--- src/rtl/cook_timer_ctrl.sv ---
// Microwave cook timer controller.
// Handles keypad entry of an M:SS time and counts it down on a 1 Hz tick
// using a mod-10 / mod-6 / mod-10 digit chain. It also drives the magnetron
// enable and a done indicator that clears itself after DONE_TICKS ticks.
module cook_timer_ctrl #(
  parameter int unsigned DONE_TICKS = 3
) (
  input  logic       clock,
  input  logic       clr,
  input  logic       keypad_valid,
  input  logic [3:0] keypad_digit,
  input  logic       start,
  input  logic       stop,
  input  logic       door_closed,
  input  logic       tick,
  output logic [3:0] min_units,
  output logic [3:0] sec_tens,
  output logic [3:0] sec_units,
  output logic       mag_on,
  output logic       done,
  output logic       entry_err
);

  typedef enum logic [1:0] {
    ST_IDLE   = 2'd0,
    ST_RUN    = 2'd1,
    ST_PAUSED = 2'd2,
    ST_DONE   = 2'd3
  } state_e;

  // The last done-tick count before returning to IDLE. The value is clamped
  // into the legal 1..15 range so that a bad override cannot wrap the counter.
  localparam int unsigned DONE_CLAMP = (DONE_TICKS < 32'd1)  ? 32'd1  :
                                       (DONE_TICKS > 32'd15) ? 32'd15 : DONE_TICKS;
  localparam logic [3:0]  DONE_LAST  = 4'(DONE_CLAMP - 32'd1);

  state_e     state_q, state_d;
  logic [3:0] min_q, min_d;
  logic [3:0] tens_q, tens_d;
  logic [3:0] units_q, units_d;
  logic [3:0] dcnt_q, dcnt_d;
  logic       mag_q, mag_d;
  logic       done_q, done_d;
  logic       err_q, err_d;

  logic       time_zero_s;
  logic       time_one_s;
  logic       keypad_ok_s;
  logic [3:0] dec_min_s;
  logic [3:0] dec_tens_s;
  logic [3:0] dec_units_s;

  // Flags derived from the current display digits and the keypad input.
  always_comb begin
    time_zero_s = (min_q == 4'd0) && (tens_q == 4'd0) && (units_q == 4'd0);
    time_one_s  = (min_q == 4'd0) && (tens_q == 4'd0) && (units_q == 4'd1);
    keypad_ok_s = keypad_valid && (keypad_digit <= 4'd9);
  end

  // One-second decrement of the digit chain. Borrows ripple from units into
  // tens and from tens into minutes. The value 0:00 is never decremented, so
  // the minutes digit is never borrowed from at zero.
  always_comb begin
    dec_min_s   = min_q;
    dec_tens_s  = tens_q;
    dec_units_s = units_q;
    if (units_q != 4'd0) begin
      dec_units_s = units_q - 4'd1;
    end else begin
      dec_units_s = 4'd9;
      if (tens_q != 4'd0) begin
        dec_tens_s = tens_q - 4'd1;
      end else begin
        dec_tens_s = 4'd5;
        if (min_q != 4'd0) begin
          dec_min_s = min_q - 4'd1;
        end else begin
          dec_min_s = 4'd0;
        end
      end
    end
  end

  // Next-state logic. Within each state the inputs are applied in the order
  // door open > stop > start > tick > keypad; clr is handled in the flops.
  always_comb begin
    state_d = state_q;
    min_d   = min_q;
    tens_d  = tens_q;
    units_d = units_q;
    dcnt_d  = dcnt_q;
    err_d   = 1'b0;
    case (state_q)
      ST_IDLE: begin
        if (stop) begin
          min_d   = 4'd0;
          tens_d  = 4'd0;
          units_d = 4'd0;
        end else if (start) begin
          if (!door_closed || time_zero_s || (tens_q > 4'd5)) begin
            err_d = 1'b1;
          end else begin
            state_d = ST_RUN;
          end
        end else if (keypad_ok_s) begin
          min_d   = tens_q;
          tens_d  = units_q;
          units_d = keypad_digit;
        end else begin
          state_d = ST_IDLE;
        end
      end
      ST_RUN: begin
        if (!door_closed || stop) begin
          state_d = ST_PAUSED;
        end else if (time_zero_s) begin
          // Cannot normally happen; finish instead of wrapping to 9:59.
          state_d = ST_DONE;
          dcnt_d  = 4'd0;
        end else if (tick) begin
          min_d   = dec_min_s;
          tens_d  = dec_tens_s;
          units_d = dec_units_s;
          if (time_one_s) begin
            state_d = ST_DONE;
            dcnt_d  = 4'd0;
          end else begin
            state_d = ST_RUN;
          end
        end else begin
          state_d = ST_RUN;
        end
      end
      ST_PAUSED: begin
        if (stop) begin
          state_d = ST_IDLE;
          min_d   = 4'd0;
          tens_d  = 4'd0;
          units_d = 4'd0;
        end else if (start && door_closed) begin
          state_d = ST_RUN;
        end else begin
          state_d = ST_PAUSED;
        end
      end
      ST_DONE: begin
        if (!door_closed || stop) begin
          state_d = ST_IDLE;
          dcnt_d  = 4'd0;
        end else if (tick) begin
          if (dcnt_q >= DONE_LAST) begin
            state_d = ST_IDLE;
            dcnt_d  = 4'd0;
          end else begin
            dcnt_d  = dcnt_q + 4'd1;
          end
        end else begin
          state_d = ST_DONE;
        end
      end
      default: begin
        state_d = ST_IDLE;
        min_d   = 4'd0;
        tens_d  = 4'd0;
        units_d = 4'd0;
        dcnt_d  = 4'd0;
      end
    endcase
    mag_d  = (state_d == ST_RUN);
    done_d = (state_d == ST_DONE);
  end

  // State, digit and output registers with a synchronous clear.
  always_ff @(posedge clock) begin
    if (clr) begin
      state_q <= ST_IDLE;
      min_q   <= 4'd0;
      tens_q  <= 4'd0;
      units_q <= 4'd0;
      dcnt_q  <= 4'd0;
      mag_q   <= 1'b0;
      done_q  <= 1'b0;
      err_q   <= 1'b0;
    end else begin
      state_q <= state_d;
      min_q   <= min_d;
      tens_q  <= tens_d;
      units_q <= units_d;
      dcnt_q  <= dcnt_d;
      mag_q   <= mag_d;
      done_q  <= done_d;
      err_q   <= err_d;
    end
  end

  assign min_units = min_q;
  assign sec_tens  = tens_q;
  assign sec_units = units_q;
  assign mag_on    = mag_q;
  assign done      = done_q;
  assign entry_err = err_q;

endmodule

--- config.mk ---
export PLATFORM = sky130hd
export DESIGN_NAME = cook_timer_ctrl
export DESIGN_NICKNAME = d
export VERILOG_FILES = /design/src/rtl/cook_timer_ctrl.sv
export SDC_FILE = /design/constraint.sdc
export NUM_CORES = 1
export LEC_CHECK = 0
export BUFFER_PORTS_ARGS = -buffer_cell sky130_fd_sc_hd__buf_2
export CAP_MARGIN = 20
export CORE_ASPECT_RATIO = 0.75
export CORE_MARGIN = 10
export CORE_UTILIZATION = 30
export DETAILED_ROUTE_END_ITERATION = 16
export GPL_ROUTABILITY_DRIVEN = 0
export PLACE_DENSITY = 0.52
export SKIP_CTS_REPAIR_TIMING = 1
export SYNTH_ARGS = -nofsm -noshare
export SYNTH_HDL_FRONTEND = slang
export SYNTH_SLANG_ARGS = --single-unit
--- constraint.sdc ---
create_clock -name clock -period 3.4 [get_ports clock]
set_clock_uncertainty 0.15 [all_clocks]
set_input_delay 0.34 -clock clock [delete_from_list [all_inputs] [get_ports clock]]
set_output_delay 0.34 -clock clock [all_outputs]
set_load 0.1 [all_outputs]
==> results of run 1 <==
==> per-stage QoR <==
stage	instances	utilization, %	instance area (um2)	power [mW]
6_report	258	36.2	1660	1.29
5_1_grt	258	36.2	1660	1.38
4_1_cts	258	36.2	1660	1.29
3_5_place_dp	254	35.2	1620	1.12
3_3_place_gp	254	35.2	1620	1.12
2_1_floorplan	178	-	1460	0.993
==> critical path: cells and delay by family (launching register included) <==
kind | cells | cell delay (ps)
fa+ha+maj | 1 | 220
flops | 1 | 390
compound gates | 3 | 800
buf+inv | 1 | 120
simple gates | 2 | 1030
==> logic make-up after synthesis <==
kind of cell	Yosys count	synth area share [%]
muxes	4	2.74
and+or+nand+nor	59	21.0
DFF	21	28.7
buffers and inverters	23	7.78
adders and majority gates	12	10.3
AOI/OAI and AO/OA	59	29.5
==> layer usage <==
metal  global-route usage [%]  wire length [um]  up-vias  share of wire (%)
met3                     3.34               241        4                6.1
met2                     13.4              1550       26                 39
met5                        0                 0        -                  0
met4                     1.69                24        0               0.61
met1                     14.5              2120      625                 54
li1                         -                 -      703                  -
==> state kept, by name, indices dropped and copies added (netlist names) <==
signal and flops:
done 1, state_q 2, sec_units 4, min_units 4
dcnt_q 4, sec_tens 4, mag_on 1, entry_err 1
==> placed cells by master (no fill, tap or decap), types with 4 or more instances in the layout <==
| cell type | count |
|---|---|
| buf_2 | 25 |
| nor2_1 | 18 |
| a21oi_1 | 14 |
| inv_1 | 15 |
| nand2_1 | 15 |
| mux2i_1 | 4 |
| o21ai_0 | 7 |
| ha_1 | 12 |
| dfxtp_1 | 21 |
| a211oi_1 | 9 |
==> final timing paths <==
| path | cells after the start | from | end | slack [ps] |
|---|---|---|---|---|
| max | 7 | sec_units[0]$_SDFFE_PP0P_ | min_units[3]$_SDFFE_PP0P_ | 580 |
| min | 3 | start | entry_err$_SDFF_PP0_ | 240 |
| max reg2reg | 7 | sec_units[0]$_SDFFE_PP0P_ | min_units[3]$_SDFFE_PP0P_ | 580 |
| min reg2reg | 2 | dcnt_q[2]$_SDFFE_PP0P_ | dcnt_q[2]$_SDFFE_PP0P_ | 320 |
==> power breakdown <==
part | internal [mW] | total, mW | switching, mW | leakage (nW)
combinational | 0.215 | 0.767 | 0.552 | 0.491
sequential | 0.289 | 0.351 | 0.0620 | 0.171
clock | 0.0837 | 0.168 | 0.0846 | 0.0228
==> final cells by class <==
| class | instances | area (um2) | share of cell area (%) |
|---|---|---|---|
| clock buffer | 4 | 45.0 | 2.71 |
| inverter | 15 | 56.3 | 3.39 |
| multi-input combinational | 134 | 930 | 55.9 |
| sequential | 21 | 420 | 25.3 |
| tap | 57 | 71.3 | 4.29 |
| timing repair buffer | 27 | 140 | 8.43 |
==> results.md, run 1 <==
- 26 I/O pins were placed.
- Setup repair after global routing left no endpoint under its margin.
- The number of max-cap violations is 0.
- The total number of yosys warnings is 0.
- The global routing usage summed across all routing layers is under 10%.
- The first detailed-routing pass took 4 iterations.
- At the pin with the least slew margin, the transition time is 844 ps.
- Data on the critical path arrives at its endpoint at 2830 ps.
- The cell row count is 21.
- The insertion delay of the later-clocked pin in the worst-skew pair is 260 ps.
- For this configuration, the core starts out at a cell density of 31.8%.
- The number of enable-type register cells in the synthesized netlist is 0.
- Setup total negative slack on the finished layout was measured at 0 ps.
- STA classifies the critical path endpoint as a register.
- The slowest stage of the critical path is the or4b_4 cell.
- The initial DRC count is 89.
- In the synthesized netlist, the cells that appear most often are dfxtp_1, nor2_1, inv_1, nand2_1, a21oi_1.
- The post-route netlist has between 10% and 20% of its cells at a drive strength greater than 1.
- For this block, the routed nets add up to 3940 um of wire.
- The count of buffers added on input and output ports is 25.
- The worst setup path is launched from a register.
- The post-synthesis area per instance is 8.22 um2.
- After layout, the worst path uses between 80 and 90% of the clock period.
- The number of register bits inferred by synthesis is 21.
- The synthesized netlist net count is roughly 200.
- The number of instances in the synthesized netlist is 178.
- The maximum vdd drop is 0.469 mV.
- The critical path is of the register to register type.
- OpenSTA, run right after detailed placement, puts the worst setup slack at 626 ps.
- The fraction of the yosys area taken by sequential cells is 28.7%.
- In this design, the stage delay of the slowest critical-path cell is about 580 ps.
- The routed design could run at a clock period as short as about 2800 ps.
- The detailed router placed 1358 vias in this run.
- The hold slack is 240 ps.
- The max-slew violation count came to 0.
- The flow ran to the end, and the final reports show no timing, DRC or antenna violations.
- The floorplan step set the die height to 80.5 um.
- Counting flops with an async set or reset pin after synthesis yields a share of 0%.
- The via count of the first global-routing pass is 1303.
- The fill cell total of the finished layout is 491.
- The most used standard cell by instance count after synthesis is dfxtp_1.
- The final global-route overflow total is 0.
- The CTS buffer count is 3.
- The final setup slack of the worst path is around 580 ps.
- The area of the core region is 4600 um2.
- Entering global routing, the biggest net connects 18 pins.
- The count of endpoints failing hold in the final timing report is 0.
- Dividing the detail-routed via count by the number of cells gives 5.26.
- The first global-routing pass estimated 6590 um of wire.
- Traced cell by cell, the critical path runs through inv_1, ha_1, or3b_1, or4b_4, a221oi_4, o21ai_1, a32o_1.
- Sorting the synthesized cells by area gives the leading types as dfxtp_1, ha_1, a21oi_1.
- Once detailed placement completed, the half-perimeter wirelength came to 2950 um.
- Setup violations remaining at the end of the flow were counted as 0.
- The CTS tree is yes.
- The most area-hungry cell type in the Yosys netlist is dfxtp_1.
- CTS built an H-tree with a depth of 1.
- For this run, design rule violations remaining after detail routing come to 0.
- In this run the static leakage power is 0.685 nW.
- The root buffer cell is clkbuf_8.
- The die covers 8100 um2.
- The data required time at the worst endpoint is 3410 ps.
- Yosys mapped the design onto 46 distinct sky130hd cell types.
- After the last flow step, the layout net total stands at 225.
- The tightest min-delay check is of the primary input to register type.
- The sink count of the clock tree is 21.
- The synthesized design devotes to its leading area cell type around 29% of total area.
- The primary flip-flop cell chosen by synthesis mapping is dfxtp_1.
- The number of antenna violations at the first check in global routing came to 0.
- Measured along the x axis, the die boundary spans just over 100 um.
- After clock tree synthesis, the clock-pin slew on the worst setup and hold paths is 80 ps.
- The worst relative slew slack is a little over two fifths.
- The highest clock frequency the design can meet is 355 MHz.
- In this run the power density over the cells is 773 nW/um2.
- The cell area that synthesis handed to floorplanning was 1460 um2.
- The largest fanout on the critical path is 8.
- The clock passes through at most 2 buffers.
- 0 antenna diodes ended up in the layout.
- The count of antenna-violating nets left after detailed routing is 0.
- Relative to the synthesized area, the layout overhead comes to 13.6%.
- Dividing the detail-routed wire length by the instance count gives 15.3 um.
Power figures use the tool's default switching activity.
==> run 2, diff against run 1 <==
clock period = 2.74 ns   (was 3.4 ns; I/O delays follow)
==> results.md, run 2 (same netlist as run 1, synthesis figures left out) <==
- The flow ran to the end, and the final reports show no timing, DRC or antenna violations.
- The number of primary I/O pins came to 26 (unchanged).
- The sink count of the clock tree is 21 (unchanged).
- The sequential power share is 27.2% (about the same).
- The total number of H-tree levels was 1 (unchanged).
- The hold slack was 173 ps (-66.7 ps).
- The CTS tree is yes.
- The category of the critical setup timing path is register to register.
- The post-layout minimum cycle time is 2630 ps (-188 ps).
- The buffering stage count on the worst path with inverters included is 2 (+1).
- The floorplan die width is 101 um (unchanged).
- The post-detailed-route wirelength per cell is 15.2 um (-0.76%).
- The number of buffers inserted by port buffering came to 25 (unchanged).
- The maximum vdd drop is 0.435 mV (-7.4%).
- The tree is rooted in a clkbuf_8.
- The number of max-cap violations is 0 (unchanged).
- STA classifies the critical path endpoint as a register.
- The number of cells in the design after placement is 259 (+2.0%).
- The number of nets in the layout is 230 (+2.2%).
- Leaving out fill and tap cells, the most frequent cells in the layout are buf_2, nor2_1, inv_1, nand2_1, a21oi_1.
- The starting utilization of the core area is 31.8% (unchanged).
- Relative to the synthesized area, the layout overhead comes to 18.7%.
- The dominant delay contributor by cell family on the critical path is simple AND/OR/NAND/NOR gates.
- The critical path arrival is 2620 ps (-210 ps).
- The largest net degree at the start of global routing is 18 (unchanged).
- The maximum clock path buffer count is 2 (unchanged).
- The maximum single-stage delay on the critical path is 560 ps (-20 ps).
- The die area is 8100 um2 (unchanged).
- The via count of the first global-routing pass came to 1293 (-0.77%).
- The height of the die is 80.5 um (unchanged).
- The fraction of layout instances using a drive strength above 1 is 27.2% (+9.8 points).
- The final global-route overflow total is 0 (unchanged).
- The insertion delay of the later-clocked pin in the worst-skew pair is 260 ps (about the same).
- The internal power of the cells was 777 uW (+32%).
- The largest fanout on the critical path is 6 (-2).
- The number of setup violations in the final report is 0 (unchanged).
- The initial DRC count was 105 (+18%).
- The total inserted antenna cells is 0 (unchanged).
- The max-slew violation count was 0 (unchanged).
- The highest clock frequency the design can meet is 380 MHz (+7.1%).
- The area of the core region is 4600 um2 (unchanged).
- The data required time at the worst endpoint is 2730 ps (-680 ps).
- The worst relative slew slack was 64.7% (+21 points).
- The count of endpoints failing hold in the final timing report came to 0 (unchanged).
- The CTS buffer count is 3 (unchanged).
- The worst setup path is launched from a register.
- The cell row count is 21 (unchanged).
- The first-pass GRT wire length came to 6620 um (+0.42%).
- The combinational share of power is 60.0% (+0.4 points).
- The post-route clock period utilization is 96.0% (+13 points).
- The end-of-flow core utilization is 37.8% (+1.6 points).
- The highest-delay cell along the critical path is or4b_4.
- The switching share of total power is 53.0% (-1.3 points).
- The number of optimization iterations in the first detailed-route pass is 4 (unchanged).
- The detailed-route wire length is 3990 um (+1.2%).
- The via count is 1393 (+2.6%).
- The number of cells in the finished layout apart from fillers is 263 (+1.9%).
- The final routed DRC violation total is 0 (unchanged).
- The signal on the critical path passes through inv_1, ha_1, or3b_4, or4b_4, a221oi_4, buf_4, mux2i_1, nor2_1.
- The clock input transition at the sequential cells of the worst setup and hold paths came to 90 ps (about the same).
- The total leakage power is 0.718 nW (+4.7%).
- The slew at the pin with the worst max-slew slack was 530 ps (-314 ps).
- The via-per-instance ratio is 5.30 (+0.63%).
- The worst slack at placement was 135 ps (-491 ps).
- The most common library cell in the layout ignoring fill and taps is buf_2.
- The detailed placement HPWL is 3060 um (+3.6%).
- The fill cell total of the finished layout is 491 (unchanged).
- The clock network power share is 12.8% (-0.3 points).
- The total power density per cell area is 951 nW/um2 (+23%).
- The count of antenna-violating nets left after detailed routing is 0 (unchanged).
- The min-delay analysis places its worst path in the category primary input to register.
- The switching power is 875 uW (+25%).
- The number of antenna violations at the first check in global routing is 0 (unchanged).
- The global routing usage summed across all routing layers is 9.85% (-0.032 points).
- The total negative slack for setup checks is 0 ps (unchanged).
- The final setup slack of the worst path is 110 ps (-472 ps).
run 2: cell types whose count changed in the layout (fill, tap and decap cells not counted), sizes merged:
cell    change
clkinv      +1
buf         +5
clkbuf      -1
run 2: through the flow:
step	total power, mW	instance area, um2
2_1_floorplan	1.25	1490
3_3_place_gp	1.44	1680
3_5_place_dp	1.42	1680
4_1_cts	1.64	1730
5_1_grt	1.78	1740
6_report	1.65	1740
run 2: power by group through the flow:
stage | Clock (mW) | Sequential [mW] | Combinational (mW)
floorplan | 0 | 0.771 | 0.475
global placement | 0 | 0.453 | 0.983
detailed placement | 0 | 0.455 | 0.965
CTS | 0.223 | 0.448 | 0.970
global route | 0.236 | 0.463 | 1.08
finish | 0.211 | 0.450 | 0.992
run 2: cell type report:
cell class / instances / area, um2 / area share, %
inverter: 15 / 56.3 / 3.24
clock inverter: 1 / 5.00 / 0.288
timing repair buffer: 32 / 178 / 10.2
clock buffer: 3 / 41.3 / 2.38
sequential: 21 / 445 / 25.6
multi-input combinational: 134 / 941 / 54.1
tap: 57 / 71.3 / 4.10
run 2: final timing paths:
path / to / depth (start not counted) / slack (ps) / from
setup reg to reg: min_units[1]$_SDFFE_PP0P_ / 8 / 110 / sec_units[1]$_SDFFE_PP0P_
setup / recovery: min_units[1]$_SDFFE_PP0P_ / 8 / 110 / sec_units[1]$_SDFFE_PP0P_
hold reg to reg: dcnt_q[2]$_SDFFE_PP0P_ / 2 / 320 / dcnt_q[2]$_SDFFE_PP0P_
hold / removal: sec_units[0]$_SDFFE_PP0P_ / 3 / 170 / keypad_digit[0]
run 2: routing by layer:
layer	vias to the layer above	share of wire (%)	global-route usage, %
met3	2	9.2	3.93
met2	52	38	12.7
met5	-	0	0
met1	623	53	14.7
li1	716	-	-
met4	0	0.43	1.27
run 2: worst min-delay path: stages:
cell      delay (ps)
buf_2            100
a21oi_1          110
a211oi_1          70
==> run 3, diff against run 2 <==
--- a/config.mk
+++ b/config.mk
@@ -12,2 +12,3 @@
 export CORE_UTILIZATION = 30
+export CTS_CLUSTER_SIZE = 16
 export DETAILED_ROUTE_END_ITERATION = 16
--- a/constraint.sdc
+++ b/constraint.sdc
@@ -4,2 +4,2 @@
 set_output_delay 0.274 -clock clock [all_outputs]
-set_load 0.1 [all_outputs]
+set_load 0.005 [all_outputs]
==> results.md, run 3 (same netlist as run 1, synthesis figures left out) <==
- STA classifies the critical path startpoint as a register.
- The height of the die is 80.5 um (unchanged).
- The detailed-route wire length is 4070 um (+2.2%).
- The sequential power share was 30.9% (+3.7 points).
- The number of setup violations in the final report is 0 (unchanged).
- The total number of H-tree levels was 1 (unchanged).
- Setup repair after global routing left no endpoint under its margin.
- The insertion delay of the later-clocked pin in the worst-skew pair is 270 ps (about the same).
- The fill cell total of the finished layout is 495 (+0.81%).
- The cell row count is 21 (unchanged).
- CTS placed an instance of clkbuf_8 at the clock tree root.
- The internal power of the cells is 782 uW (+0.66%).
- The switching power is 565 uW (-35%).
- The post-route clock period utilization is 94.1% (-1.9 points).
- The highest clock frequency the design can meet came to 388 MHz (+2.0%).
- The switching share of total power is 41.9% (-11 points).
- The CTS buffer count was 3 (unchanged).
- The detailed placement HPWL is 3130 um (+2.3%).
- The number of buffers inserted by port buffering is 25 (unchanged).
- The initial DRC count is 97 (-7.6%).
- The global routing usage summed across all routing layers came to 10.3% (+0.48 points).
- The starting utilization of the core area came to 31.8% (unchanged).
- The count of antenna-violating nets left after detailed routing is 0 (unchanged).
- The via count of the first global-routing pass is 1352 (+4.6%).
- The final global-route overflow total is 0 (unchanged).
- The largest net degree at the start of global routing is 18 (unchanged).
- The fraction of layout instances using a drive strength above 1 is 21.9% (-5.3 points).
- The total inserted antenna cells is 0 (unchanged).
- The sink count of the clock tree is 21 (unchanged).
- The via count is 1403 (+0.72%).
- The max-slew violation count is 0 (unchanged).
- The worst hold path belongs to the class primary input to register.
- The worst relative slew slack is 53.8% (-11 points).
- The category of the critical setup timing path is register to register.
- The area of all sequential standard cells is 420 um2 (-5.6%).
- The critical path arrival is 2630 ps (about the same).
- The combinational share of power was 53.1% (-6.9 points).
- The die area is 8100 um2 (unchanged).
- The area of the core region is 4600 um2 (unchanged).
- The total power density per cell area is 775 nW/um2 (-18%).
- The most common library cell in the layout ignoring fill and taps is buf_2.
- The maximum clock path buffer count is 2 (unchanged).
- The worst setup path is captured at a register.
- The number of antenna violations at the first check in global routing was 0 (unchanged).
- The number of nets in the layout is 234 (+1.7%).
- The number of primary I/O pins is 26 (unchanged).
- The total chip power is 1.35 mW (-18%).
- The final routed DRC violation total is 0 (unchanged).
- The total negative slack for setup checks is 0 ps (unchanged).
- The largest fanout on the critical path is 7 (+1).
- The count of endpoints failing hold in the final timing report is 0 (unchanged).
- The clock input transition at the sequential cells of the worst setup and hold paths came to 90 ps (about the same).
- The number of cells in the finished layout apart from fillers is 267 (+1.5%).
- The top cell types in the final layout, fill and taps aside, are buf_2, dfxtp_1, nor2_1.
- The slew at the pin with the worst max-slew slack is 693 ps (+163 ps).
- The number of optimization iterations in the first detailed-route pass is 4 (unchanged).
- The post-layout minimum cycle time was 2580 ps (-52.4 ps).
- The floorplan die width is 101 um (unchanged).
- The total leakage power is 0.734 nW (+2.3%).
- The run finished with clean final reports.
- The area added between synthesis and finish is 18.7% (unchanged).
- The data required time at the worst endpoint came to 2790 ps (+60 ps).
- The clock network power share is 16.0% (+3.2 points).
- The via-per-instance ratio is 5.25 (-0.79%).
- The maximum vdd drop is 0.291 mV (-33%).
- The first-pass GRT wire length was 6840 um (+3.3%).
- The number of max-cap violations is 0 (unchanged).
- The number of cells in the design after placement is 263 (+1.5%).
- The CTS tree is yes.
- The area occupied by multi-input gates was 936 um2 (-0.53%).
- The post-detailed-route wirelength per cell is 15.3 um (+0.63%).
## run 3: cell count changes in the layout (fill, tap and decap cells not counted)
cell,change
or3b_4,-2
or3b_1,+2
buf_4,+4
dfxtp_2,-8
dfxtp_1,+12
dfxtp_4,-4
## run 3: layout make-up
cell class	instances	area share, %
clock buffers	3	2.38
clock inverters	1	0.288
inverters	15	3.24
multi-input cells	134	53.9
flip-flops and latches	21	24.2
well taps	57	4.10
repair buffers	36	12.0
## run 3: final timing paths
| check | from | end | slack, ps | cells past startpoint |
|---|---|---|---|---|
| worst max register to register | sec_tens[1]$_SDFFE_PP0P_ | dcnt_q[2]$_SDFFE_PP0P_ | 160 | 7 |
| worst max-delay path | sec_tens[1]$_SDFFE_PP0P_ | dcnt_q[2]$_SDFFE_PP0P_ | 160 | 7 |
| worst min-delay path | start | entry_err$_SDFF_PP0_ | 170 | 3 |
| worst min register to register | dcnt_q[2]$_SDFFE_PP0P_ | dcnt_q[2]$_SDFFE_PP0P_ | 310 | 2 |
## run 3: per-layer routing
metal | vias up | track usage [%] | share of wire [%]
li1 | 719 | - | -
met1 | 639 | 14.3 | 51
met2 | 38 | 14.1 | 39
met3 | 7 | 3.93 | 8.2
met4 | 0 | 3.38 | 1.7
met5 | - | 0 | 0
## run 3: power groups by stage
stage	registers (mW)	clock network (mW)	logic, mW
floorplan	0.428	0	0.474
global placement	0.422	0	0.711
detailed placement	0.425	0	0.705
CTS	0.417	0.225	0.710
global route	0.428	0.235	0.805
finish	0.417	0.215	0.715
## run 3: metrics by stage
stage / worst slack, ps / hold WS, ps / util (%) / area, um2
after floorplan: 164 / 282 / - / 1460
after global placement: 206 / 301 / 36.7 / 1690
after detailed placement: 174 / 304 / 36.7 / 1690
after CTS: 148 / 160 / 37.7 / 1730
after global routing: 6.09 / 184 / 37.8 / 1740
final: 163 / 166 / 37.8 / 1740
## run 3: critical path: stages, from the launching register on
cell	delay [ps]
dfxtp_1	360
inv_1	100
ha_1	220
or3b_1	420
or4_4	560
a21bo_2	250
or3_1	320
a21oi_1	140
